## src/rtl/skew_loader.sv

```systemverilog
// Packs a row-major signed element stream into rows for the skew buffer, then drives a drain window per tile.
// Latency: a row write appears 1 cycle after its last element; tile_done comes DRAIN_CYCLES enabled cycles after LAST_WR.
// Backpressure: in_ready drops from tile completion to tile_done; stall holds off sb_enable (registered, 1-cycle delay).
//
// Ports:
//   clk, rst         clock; synchronous active-low reset
//   in_valid/in_ready/in_data   element handshake (signed DATA_WIDTH)
//   in_last          only with SKEW_LOADER_PAD_EN: zero-pad the rest of the tile
//   stall            downstream stall, suppresses sb_enable
//   sb_write/sb_row_ptr/sb_data row write to the skew buffer (sb_data[j] = column j)
//   sb_enable        skew buffer shift enable during drain
//   busy, tile_done, tile_count  status
// Optional build macro: SKEW_LOADER_PAD_EN (adds in_last and tile zero-padding).
module skew_loader #(
    parameter int DATA_WIDTH   = 8,
    parameter int ARRAY_SIZE   = 4,
    parameter int DRAIN_CYCLES = 2*ARRAY_SIZE-1
) (
    input  logic                          clk,
    input  logic                          rst,
    input  logic                          in_valid,
    output logic                          in_ready,
    input  logic signed [DATA_WIDTH-1:0]  in_data,
`ifdef SKEW_LOADER_PAD_EN
    input  logic                          in_last,
`endif
    input  logic                          stall,
    output logic                          sb_write,
    output logic [$clog2(ARRAY_SIZE)-1:0] sb_row_ptr,
    output logic signed [DATA_WIDTH-1:0]  sb_data [ARRAY_SIZE-1:0],
    output logic                          sb_enable,
    output logic                          busy,
    output logic                          tile_done,
    output logic [15:0]                   tile_count
);

    localparam int CW  = $clog2(ARRAY_SIZE);
    localparam int DCW = $clog2(DRAIN_CYCLES+1);
    localparam logic [CW-1:0]  LAST_IDX   = CW'(ARRAY_SIZE-1);
    localparam logic [DCW-1:0] LAST_DRAIN = DCW'(DRAIN_CYCLES-1);

    typedef enum logic [1:0] {
        S_FILL    = 2'd0,
        S_LAST_WR = 2'd1,
        S_DRAIN   = 2'd2,
        S_PAD     = 2'd3   // zero-row writes after an early in_last
    } state_t;

    state_t                       state, state_nxt;
    logic [CW-1:0]                col, row;
    logic [DCW-1:0]               drain_cnt;
    logic signed [DATA_WIDTH-1:0] pack     [ARRAY_SIZE-1:0];
    logic signed [DATA_WIDTH-1:0] row_vals [ARRAY_SIZE-1:0];
    logic                         accept, row_end;

    // in_ready is also held low while reset is asserted so nothing is taken during reset.
    assign in_ready = (state == S_FILL) && rst;
    assign accept   = in_valid && in_ready;
    assign busy     = (state != S_FILL) || (col != '0) || (row != '0);

`ifdef SKEW_LOADER_PAD_EN
    assign row_end = (col == LAST_IDX) || in_last;
`else
    assign row_end = (col == LAST_IDX);
`endif

    // Row as it will be written: earlier slots from the packing register, the
    // current element in slot col, and zeros above it (only reachable on in_last).
    always_comb begin
        for (int j = 0; j < ARRAY_SIZE; j++) begin
            if (CW'(j) == col) begin
                row_vals[j] = in_data;
            end else if (CW'(j) > col) begin
                row_vals[j] = '0;
            end else begin
                row_vals[j] = pack[j];
            end
        end
    end

    always_ff @(posedge clk) begin
        if (!rst) begin
            state <= S_FILL;
        end else begin
            state <= state_nxt;
        end
    end

    always_comb begin
        state_nxt = state;
        case (state)
            S_FILL: begin
                if (accept && row_end) begin
                    if (row == LAST_IDX) begin
                        state_nxt = S_LAST_WR;
                    end
`ifdef SKEW_LOADER_PAD_EN
                    else if (in_last) begin
                        state_nxt = S_PAD;
                    end
`endif
                end
            end
            S_PAD: begin
                if (row == LAST_IDX) begin
                    state_nxt = S_LAST_WR;
                end
            end
            S_LAST_WR: state_nxt = S_DRAIN;
            S_DRAIN: begin
                if (sb_enable && (drain_cnt == LAST_DRAIN)) begin
                    state_nxt = S_FILL;
                end
            end
            default: state_nxt = S_FILL;
        endcase
    end

    always_ff @(posedge clk) begin
        if (!rst) begin
            col        <= '0;
            row        <= '0;
            drain_cnt  <= '0;
            sb_write   <= 1'b0;
            sb_row_ptr <= '0;
            sb_enable  <= 1'b0;
            tile_done  <= 1'b0;
            tile_count <= '0;
            for (int j = 0; j < ARRAY_SIZE; j++) begin
                pack[j]    <= '0;
                sb_data[j] <= '0;
            end
        end else begin
            sb_write  <= 1'b0;
            sb_enable <= 1'b0;
            tile_done <= 1'b0;
            case (state)
                S_FILL: begin
                    if (accept) begin
                        pack[col] <= in_data;
                        if (row_end) begin
                            // Row and col are powers-of-two wide, so the tile-end increment wraps to 0.
                            sb_write   <= 1'b1;
                            sb_row_ptr <= row;
                            for (int j = 0; j < ARRAY_SIZE; j++) begin
                                sb_data[j] <= row_vals[j];
                            end
                            col <= '0;
                            row <= row + 1'b1;
                        end else begin
                            col <= col + 1'b1;
                        end
                    end
                end
                S_PAD: begin
                    sb_write   <= 1'b1;
                    sb_row_ptr <= row;
                    for (int j = 0; j < ARRAY_SIZE; j++) begin
                        sb_data[j] <= '0;
                    end
                    row <= row + 1'b1;
                end
                S_LAST_WR: begin
                    sb_enable <= !stall;
                end
                S_DRAIN: begin
                    if (sb_enable && (drain_cnt == LAST_DRAIN)) begin
                        drain_cnt  <= '0;
                        tile_done  <= 1'b1;
                        tile_count <= tile_count + 16'd1;
                    end else begin
                        if (sb_enable) begin
                            drain_cnt <= drain_cnt + 1'b1;
                        end
                        sb_enable <= !stall;
                    end
                end
                default: ;
            endcase
        end
    end

endmodule
```

## config.mk

```make
export PLATFORM = sky130hd
export DESIGN_NAME = skew_loader
export DESIGN_NICKNAME = d
export VERILOG_FILES = /design/src/rtl/skew_loader.sv
export SDC_FILE = /design/constraint.sdc
export NUM_CORES = 1
export LEC_CHECK = 0
export ABC_AREA = 1
export ABC_CLOCK_PERIOD_IN_PS = 2240
export BUFFER_PORTS_ARGS = -buffer_cell sky130_fd_sc_hd__buf_2
export CAP_MARGIN = 20
export CORE_MARGIN = 2
export CORE_UTILIZATION = 25
export DETAILED_ROUTE_END_ITERATION = 12
export GPL_TIMING_DRIVEN = 0
export PLACE_DENSITY = 0.38
export SETUP_SLACK_MARGIN = 0.02
export SYNTH_ARGS = -nofsm -noshare
export SYNTH_HDL_FRONTEND = slang
export SYNTH_SLANG_ARGS = --single-unit
```

## constraint.sdc

```tcl
create_clock -name clk -period 2.24 [get_ports clk]
set_input_delay 0.448 -clock clk [delete_from_list [all_inputs] [get_ports clk]]
set_output_delay 0.448 -clock clk [all_outputs]
set_load 0.05 [all_outputs]
```

# Word level (Yosys, flattened, before mapping)
# Memories as Yosys holds them, arrays and structs flattened.
# Index checks and enable logic that the tools add are counted.
[totals] ff_bits=62 latchBits=0 ramBits=32 mem_bits_ro=0 input_bits=12 word_cells=94 n_memories=1
[classes] n_addsub=4 mul=0 div_mod_pow=0 magnitude_cmp=4 n_eq_ne=13 n_shift=0 mux=38 bitwise_logic=0 reduce_logical=21
[memory_table] memory="pack" depth=4 word_bits=8 rd=4 rd_ports_with_merged_regs=0 wr=4 line_no="52" text="logic signed [DATA_WIDTH-1:0] pack [ARRAY_SIZE-1:0];"
[op_table] cell="8-bit 2-to-1 mux" count=9
[op_table] cell="32-bit 2-to-1 mux" count=2
[op_table] cell="32-bit one-hot mux with 2 select lines" count=1
[op_table] cell="2-bit 2-to-1 mux" count=9
[op_table] cell="16-bit by 1-bit adder with 16-bit output (second input constant)" count=1
[op_table] cell="1-bit 2-to-1 mux" count=10
[op_table] cell="2-bit AND reduction" count=5
[op_table] cell="2-bit nonzero test" count=5
[op_table] cell="2-bit == test (second input constant)" count=4
[op_table] cell="2-bit one-hot mux with 2 select lines" count=2
[op_table] cell="2-bit one-hot mux with 4 select lines" count=1
[op_table] cell="8-bit OR reduction" count=1
[op_table] cell="3-bit 2-to-1 mux" count=2
[op_table] cell="2-bit inequality test (second input constant)" count=3
[op_table] cell="2-bit by 1-bit adder with 2-bit output (second input constant)" count=2
[op_table] cell="2-bit == test (first input constant)" count=2
[op_table] cell="1-bit by 2-bit > comparator with 1-bit output (first input constant)" count=2
[op_table] cell="2-bit > comparator (first input constant)" count=2
[op_table] cell="1-bit logical AND" count=4
[op_table] cell="2-bit zero test" count=2
[op_table] cell="1-bit one-hot mux with 2 select lines" count=2
[op_table] cell="3-bit by 1-bit adder with 3-bit output (second input constant)" count=1
[op_table] cell="3-bit == test (second input constant)" count=1
[op_table] cell="3-bit AND reduction" count=1
[op_table] cell="other kinds (5)" count=6

# Logic depth before layout (Yosys ltp)
# Gate-level depths: netlist (run 1).
[depth] word_depth=9 depth_mapped=10 depth_no_buf=10

# Worst setup path before layout (run 1)
# No wires, ideal clock.
[synth_timing] kind="reg2out" startpoint="reg col[1]" endpoint="out busy" arrival_ns=1.617 required_time_ns=1.792 setup_slack_ns=0.175 path_stages_with_launch=7 path_buffers=3 cell_sequence="dfxtp_1 clkbuf_1 inv_1 ha_1 clkbuf_1 buf_2 nand3_1"
[synth_via] elab_chain_len=3
[synth_rtl] element="start: declaration" line_no="50" text="logic [CW-1:0] col, row;"
[synth_rtl] element="start signal: assignment" line_no="151" text="col <= col + 1'b1;"
[synth_rtl] element="2-bit nonzero test" line_no="59" text="assign busy = (state != S_FILL) || (col != '0) || (row != '0);"
[synth_rtl] element="1-bit logical OR (2 in series)" line_no="59"
[synth_rtl] element="end: declaration" line_no="32" text="output logic busy,"
# Every way passes these cells.

# Worst setup path in the final report (run 1)
[layout_timing] startpoint="in rst" endpoint="out in_ready"
[layout_via] elab_chain_len=1
[layout_rtl] element="start: declaration" line_no="20" text="input logic rst,"
[layout_rtl] element="1-bit logical AND" line_no="57" text="assign in_ready = (state == S_FILL) && rst;"
[layout_rtl] element="end: declaration" line_no="22" text="output logic in_ready,"
# Every way passes these cells.

==> flow_metrics.tcl, run 1 <==
set metrics [dict create \
    antenna_found_initial 0 \
    place.gp.congestion 0.771 \
    rr_endpoint "pack[1][7]" \
    worst_pin_slew_ps 536 \
    hold_ws_ps 273 \
    cts_htree_levels 3 \
    nFillCells 1704 \
    clk_path_buf_depth 2 \
    cts_buffers 9 \
    worstPathCellList "buf_2, clkbuf_2, clkbuf_4, nand2_1, inv_1, buf_2" \
    period_needed_ps 2060 \
    worstPathRequired_ps 1790 \
    crit_path_frequent_cell "buf_2" \
    drv_cap 0 \
    start_util 0.253 \
    ir_drop_mv 0.381 \
    clkLatencyLatePin_ps 350 \
    vias 3458 \
    period_share 0.920 \
    yosysSeqAreaShare 0.494 \
    grtUsageMet3 0.0316 \
    max_stage_delay_ps 300 \
    rows 46 \
    crit_slowest_cell "clkbuf_4" \
    overflow 0 \
    reg2regPathDepth 7 \
    fin_skew_ps 9.52 \
    track_usage 0.140 \
    multi_input_area_sq_um 1710 \
    regArea_sq_um 1960 \
    synth_cell_types 28 \
    wl_microns 11100 \
    nets 605 \
    worst_slack_ps 180 \
    status "completed" \
    viasPerCell 4.32 \
    p_per_area_nw_per_um2 698 \
    crit_buf_inv 5 \
    cp-end-kind "primary output" \
    gr-usage-met2 0.213 \
    core_area_sq_um 15700 \
    clk_root_buffer_cell "clkbuf_16" \
    yosys_warnings 0 \
    die_w_microns 130 \
    grt-busiest-layer "met2" \
    ys_ff_latch 86 \
    syn_area_sq_um 3970 \
    initialDrtViolationCount 239 \
    grt_max_degree 14 \
    rsz0062_at_grt "false" \
    path_clk_slew_ps 60 \
    antenna_left 0 \
    ff2ff_setup_slack_ps 290 \
    holdBufCountCts 0 \
    wl_per_cell_microns 13.8 \
    grt_pass1_wl_microns 17800 \
    setup_viol 0 \
    power_leakage_nw 2.15 \
    dp_slack_ps -188 \
    die_area_sq_um 16900 \
    hold_path.class "in2reg" \
    syn_nets 531 \
    syn_avg_cell_area_sq_um 7.84 \
    grt_pass1_vias 3307 \
    path_max_fanout 10 \
    post_cts_buffers 0 \
    area_growth_pct 23.0 \
    worstHoldEndpoint "sb_enable" \
    cp_top_family "buffers and inverters" \
    slew_headroom 0.643 \
    drt_first_pass_iters 4 \
    numPortBuffers 66 \
    diodes 0 \
    die_h_microns 130 \
    synth_cells 506 \
    worstHoldPathCells 2 \
    dpl.hpwl_microns 8130 \
    hp-start "stall" \
    drc_errors 0 \
    drive_above_1_share 0.181 \
    worst_r2r_startpoint "state[0]" \
    cts_tree "yes" \
    io_pins 67 \
    worstPathArrival_ps 1610 \
    use_met1 0.196 \
    critPathKind "in2out" \
    slew_viol_final 0 \
    finalHoldViolCount 0 \
    fmax_ghz 0.485 \
    p_total_mw 3.40 \
    start_kind "input pin" \
    clock-sinks 86 \
]
-- final cells by class --
class / instances / area share
well taps: 216 / 0.0554
plain buffers: 22 / 0.0262
inverters: 52 / 0.0400
clock inverters: 4 / 0.00974
clock buffers: 12 / 0.0485
multi-input cells: 343 / 0.350
repair buffers: 66 / 0.0682
flip-flops and latches: 86 / 0.402
-- layout by cell type, fill, tap and decap left out, types with 13 or more instances in the layout --
cell / netlist / routed
a21oi_1: 71 / 71
edfxtp_1: 24 / 24
nor2_1: 97 / 97
nand2_1: 72 / 69
nor3_1: 13 / 13
buf_2: 10 / 73
o21ai_0: 28 / 28
dfxtp_1: 62 / 62
inv_1: 50 / 49
-- where the power goes --
group / internal, mW / switching, mW
sequential: 1.63 / 0.0109
clock: 0.862 / 0.637
combinational: 0.0735 / 0.190
-- state kept, by name, summed over array words and instances (netlist names) --
| signal | flops |
|---|---|
| drain_cnt | 3 |
| tile_count | 16 |
| row | 2 |
| sb_data | 32 |
| sb_row_ptr | 2 |
| pack | 24 |
| tile_done | 1 |
| sb_enable | 1 |
| state | 2 |
| sb_write | 1 |
| col | 2 |
-- synthesized netlist by cell type --
| cell type | number | area share |
|---|---|---|
| a211oi_1 | 10 | 0.019 |
| a21oi_1 | 71 | 0.090 |
| a22o_1 | 1 | 0.0022 |
| and3_1 | 1 | 0.0016 |
| buf_2 | 10 | 0.013 |
| buf_4 | 5 | 0.0095 |
| buf_6 | 1 | 0.0028 |
| clkbuf_1 | 9 | 0.0085 |
| clkinv_1 | 1 | 0.00095 |
| dfxtp_1 | 62 | 0.31 |
| edfxtp_1 | 24 | 0.18 |
| ha_1 | 13 | 0.041 |
| inv_1 | 50 | 0.047 |
| inv_2 | 1 | 0.00095 |
| nand2_1 | 72 | 0.068 |
| nand2_2 | 1 | 0.0016 |
| nand2_4 | 1 | 0.0028 |
| nand3_1 | 12 | 0.015 |
| nand3_2 | 1 | 0.0025 |
| nand4_1 | 4 | 0.0063 |
| nor2_1 | 97 | 0.092 |
| nor3_1 | 13 | 0.016 |
| nor4_1 | 1 | 0.0016 |
| o21ai_0 | 28 | 0.035 |
| o21ai_1 | 12 | 0.015 |
| o21ai_4 | 1 | 0.0041 |
| xnor2_1 | 2 | 0.0044 |
| xor2_1 | 2 | 0.0044 |
-- per-stage QoR --
| stage | cell area [sq um] | util | TNS [ps] | std cells |
|---|---|---|---|---|
| 2_1_floorplan | 3970 | - | 0 | 506 |
| 3_3_place_gp | 4570 | 0.291 | -257 | 788 |
| 3_5_place_dp | 4570 | 0.291 | -290 | 788 |
| 4_1_cts | 4870 | 0.310 | 0 | 803 |
| 5_1_grt | 4880 | 0.311 | 0 | 801 |
| 6_report | 4880 | 0.311 | 0 | 801 |
-- worst reg2reg max path: cells and delay by family (launching register included) --
kind          cells  cell delay [ps]
simple gates      3              770
buf+inv           3              370
flops             1              340
fa+ha+maj         1              150
-- layer usage --
metal  up-vias  wire [microns]
met5         -               0
met1      1584            5670
met2        48            4850
li1       1813               -
met4         0             180
met3        13             360
-- cells by family after synthesis --
group,synth area share
buf+inv,0.0826
simple gates,0.208
flops,0.494
fa+ha+maj,0.0410
compound gates,0.165
xor+xnor,0.00883
-- how the worst max path moves through the flow --
stage          endpoint  cells past startpoint  slack, ps  startpoint
2_1_floorplan      busy                      6        180      col[1]
3_3_place_gp       busy                      7       -180      col[1]
3_5_place_dp       busy                      7       -190      col[1]
4_1_cts            busy                      6         60      col[1]
5_1_grt            busy                      5         30      col[1]
6_report       in_ready                      6        180         rst
-- repair_timing --
| action | CTS | global route |
|---|---|---|
| hold endpoints to repair | 0 | 0 |
| cloned | 0 | 0 |
| gates resized for setup | 8 | 6 |
| setup endpoints to repair | 2 | 26 |
Power figures use the tool's default switching activity.
==> run 2, diff against run 1 <==
--- a/config.mk
+++ b/config.mk
@@ -9,11 +9,14 @@
 export ABC_CLOCK_PERIOD_IN_PS = 2240
 export BUFFER_PORTS_ARGS = -buffer_cell sky130_fd_sc_hd__buf_2
 export CAP_MARGIN = 20
+export CELL_PAD_IN_SITES_DETAIL_PLACEMENT = 1
+export CELL_PAD_IN_SITES_GLOBAL_PLACEMENT = 1
 export CORE_MARGIN = 2
 export CORE_UTILIZATION = 25
+export CTS_BUF_LIST = sky130_fd_sc_hd__clkbuf_4 sky130_fd_sc_hd__clkbuf_8
 export DETAILED_ROUTE_END_ITERATION = 12
 export GPL_TIMING_DRIVEN = 0
-export PLACE_DENSITY = 0.38
+export PLACE_DENSITY = 0.49
 export SETUP_SLACK_MARGIN = 0.02
 export SYNTH_ARGS = -nofsm -noshare
 export SYNTH_HDL_FRONTEND = slang
==> run 2 against run 1 <==
Register-to-register slack got worse by 40 ps. Design area is 1.4% lower. Largest cell class unchanged. Total power decreased by 11%. Highest routed layer unchanged. Utilization fell by 0.44 points. Routed wire length grew 6.8%.
==> flow_metrics.tcl, run 2 (synthesis gave the netlist of run 1 again) <==
set metrics [dict create \
    clkLatencyLatePin_ps 370 \
    setup_viol 0 \
    wl_microns 11800 \
    p_per_area_nw_per_um2 630 \
    clk_path_buf_depth 2 \
    reg2regPathDepth 9 \
    clk_root_buffer_cell "clkbuf_8" \
    rr_endpoint "pack[0][1]" \
    hold_ws_ps 248 \
    place_area_sq_um 4570 \
    grt_max_degree 14 \
    diodes 0 \
    period_needed_ps 2140 \
    status "completed" \
    place_inst 788 \
    fin_area_sq_um 4810 \
    slew_headroom 0.635 \
    worstHoldEndpoint "sb_enable" \
    nFillCells 1929 \
    path_max_fanout 10 \
    largest_reg_flops 32 \
    final_common_cell "nor2_1" \
    period_share 0.957 \
    core_area_sq_um 15700 \
    top_regs "sb_data (32), pack (24), tile_count (16)" \
    worstPathArrival_ps 1700 \
    cts_tree "yes" \
    worstHoldPathCells 2 \
    antenna_found_initial 0 \
    die_area_sq_um 16900 \
    largest_register "sb_data" \
    fin_skew_ps 7.73 \
    cp-end-kind "primary output" \
    place.gp.congestion 0.756 \
    vias 3558 \
    worst_r2r_startpoint "state[0]" \
    fmax_ghz 0.467 \
    dpl.hpwl_microns 8860 \
    clock-sinks 86 \
    ff2ff_setup_slack_ps 250 \
    nets 608 \
    cts_buffers 9 \
    numPortBuffers 66 \
    setup-tns-final_ps 0 \
    viasPerCell 4.43 \
    rsz0062_at_grt "false" \
    gr-usage-met2 0.227 \
    layout_common_cells "nor2_1 (97), buf_2 (73), a21oi_1 (71)" \
    io_pins 67 \
    fin_cells 804 \
    use_met1 0.212 \
    start_util 0.253 \
    antenna_left 0 \
    grt_pass1_wl_microns 19300 \
    wl_per_cell_microns 14.7 \
    initialDrtViolationCount 109 \
    worst_pin_slew_ps 548 \
    worstPathRequired_ps 1790 \
    path_clk_slew_ps 90 \
    grt_pass1_vias 3709 \
    ir_drop_mv 0.273 \
    die_h_microns 130 \
    start_kind "flip-flop" \
    grtUsageMet3 0.0279 \
    rows 46 \
    hold_path.class "in2reg" \
    grt-busiest-layer "met2" \
    power_leakage_nw 2.12 \
    track_usage 0.150 \
    area_growth_pct 21.3 \
    drt_first_pass_iters 4 \
    slew_viol_final 0 \
    critPathKind "reg2out" \
    cts_htree_levels 3 \
    overflow 0 \
    die_w_microns 130 \
    hp-start "stall" \
    finalHoldViolCount 0 \
    drv_cap 0 \
    drive_above_1_share 0.187 \
    drc_errors 0 \
    holdBufCountCts 0 \
]
==> run 2: cell types whose count changed in the layout (fill, tap and decap cells not counted) <==
cell | previous run | this run
clkinv_1 | 1 | 3
clkbuf_1 | 8 | 5
clkinv_2 | 2 | 1
clkbuf_16 | 9 | 0
buf_6 | 1 | 2
clkbuf_8 | 0 | 9
buf_4 | 6 | 8
clkbuf_4 | 2 | 4
==> run 2: worst max-delay path, cell delays in order, from the launching register on <==
cell	delay, ps
dfxtp_1	370
clkbuf_4	220
inv_2	90
ha_4	180
buf_6	140
nand3_1	110
buf_4	210
==> run 2: final cells by class <==
| cell class | instances | area, sq um | area share |
|---|---|---|---|
| plain buffers | 23 | 139 | 0.0289 |
| clock buffers | 11 | 139 | 0.0289 |
| clock inverters | 5 | 50.0 | 0.0104 |
| inverters | 52 | 195 | 0.0406 |
| multi-input cells | 343 | 1710 | 0.355 |
| flip-flops and latches | 86 | 1960 | 0.408 |
| well taps | 216 | 270 | 0.0562 |
| repair buffers | 68 | 348 | 0.0723 |
==> run 2: through the flow <==
| step | setup WS [ps] | total power [mW] | util |
|---|---|---|---|
| after global placement | -162 | 1.94 | 0.291 |
| after detailed placement | -190 | 1.94 | 0.291 |
| after CTS | 41.8 | 3.08 | 0.304 |
| after floorplan | 175 | 1.84 | - |
| final | 96.8 | 3.03 | 0.306 |
| after global routing | 21.6 | 3.18 | 0.306 |
==> run 2: routing by layer <==
metal  routed length (microns)  share of wire
met5                         0              0
met4                       206          0.017
met3                       481          0.041
met2                      5320           0.45
met1                      5810           0.49
==> run 2: repair_timing <==
action                     CTS  global route
setup endpoints to repair    3            27
gates resized for setup      9             6
setup buffers                0             2
==> run 2: worst max-delay path by stage <==
stage               end  cells past startpoint    from
4_1_cts            busy                      6  col[1]
6_report           busy                      6  col[1]
2_1_floorplan      busy                      6  col[1]
3_5_place_dp       busy                      7  col[1]
3_3_place_gp       busy                      7  col[1]
5_1_grt        in_ready                      6     rst
==> run 2: power by group <==
part           switching [mW]  internal, mW
Clock                   0.583         0.532
Sequential             0.0109          1.63
Combinational           0.198        0.0801
Total                   0.792          2.24
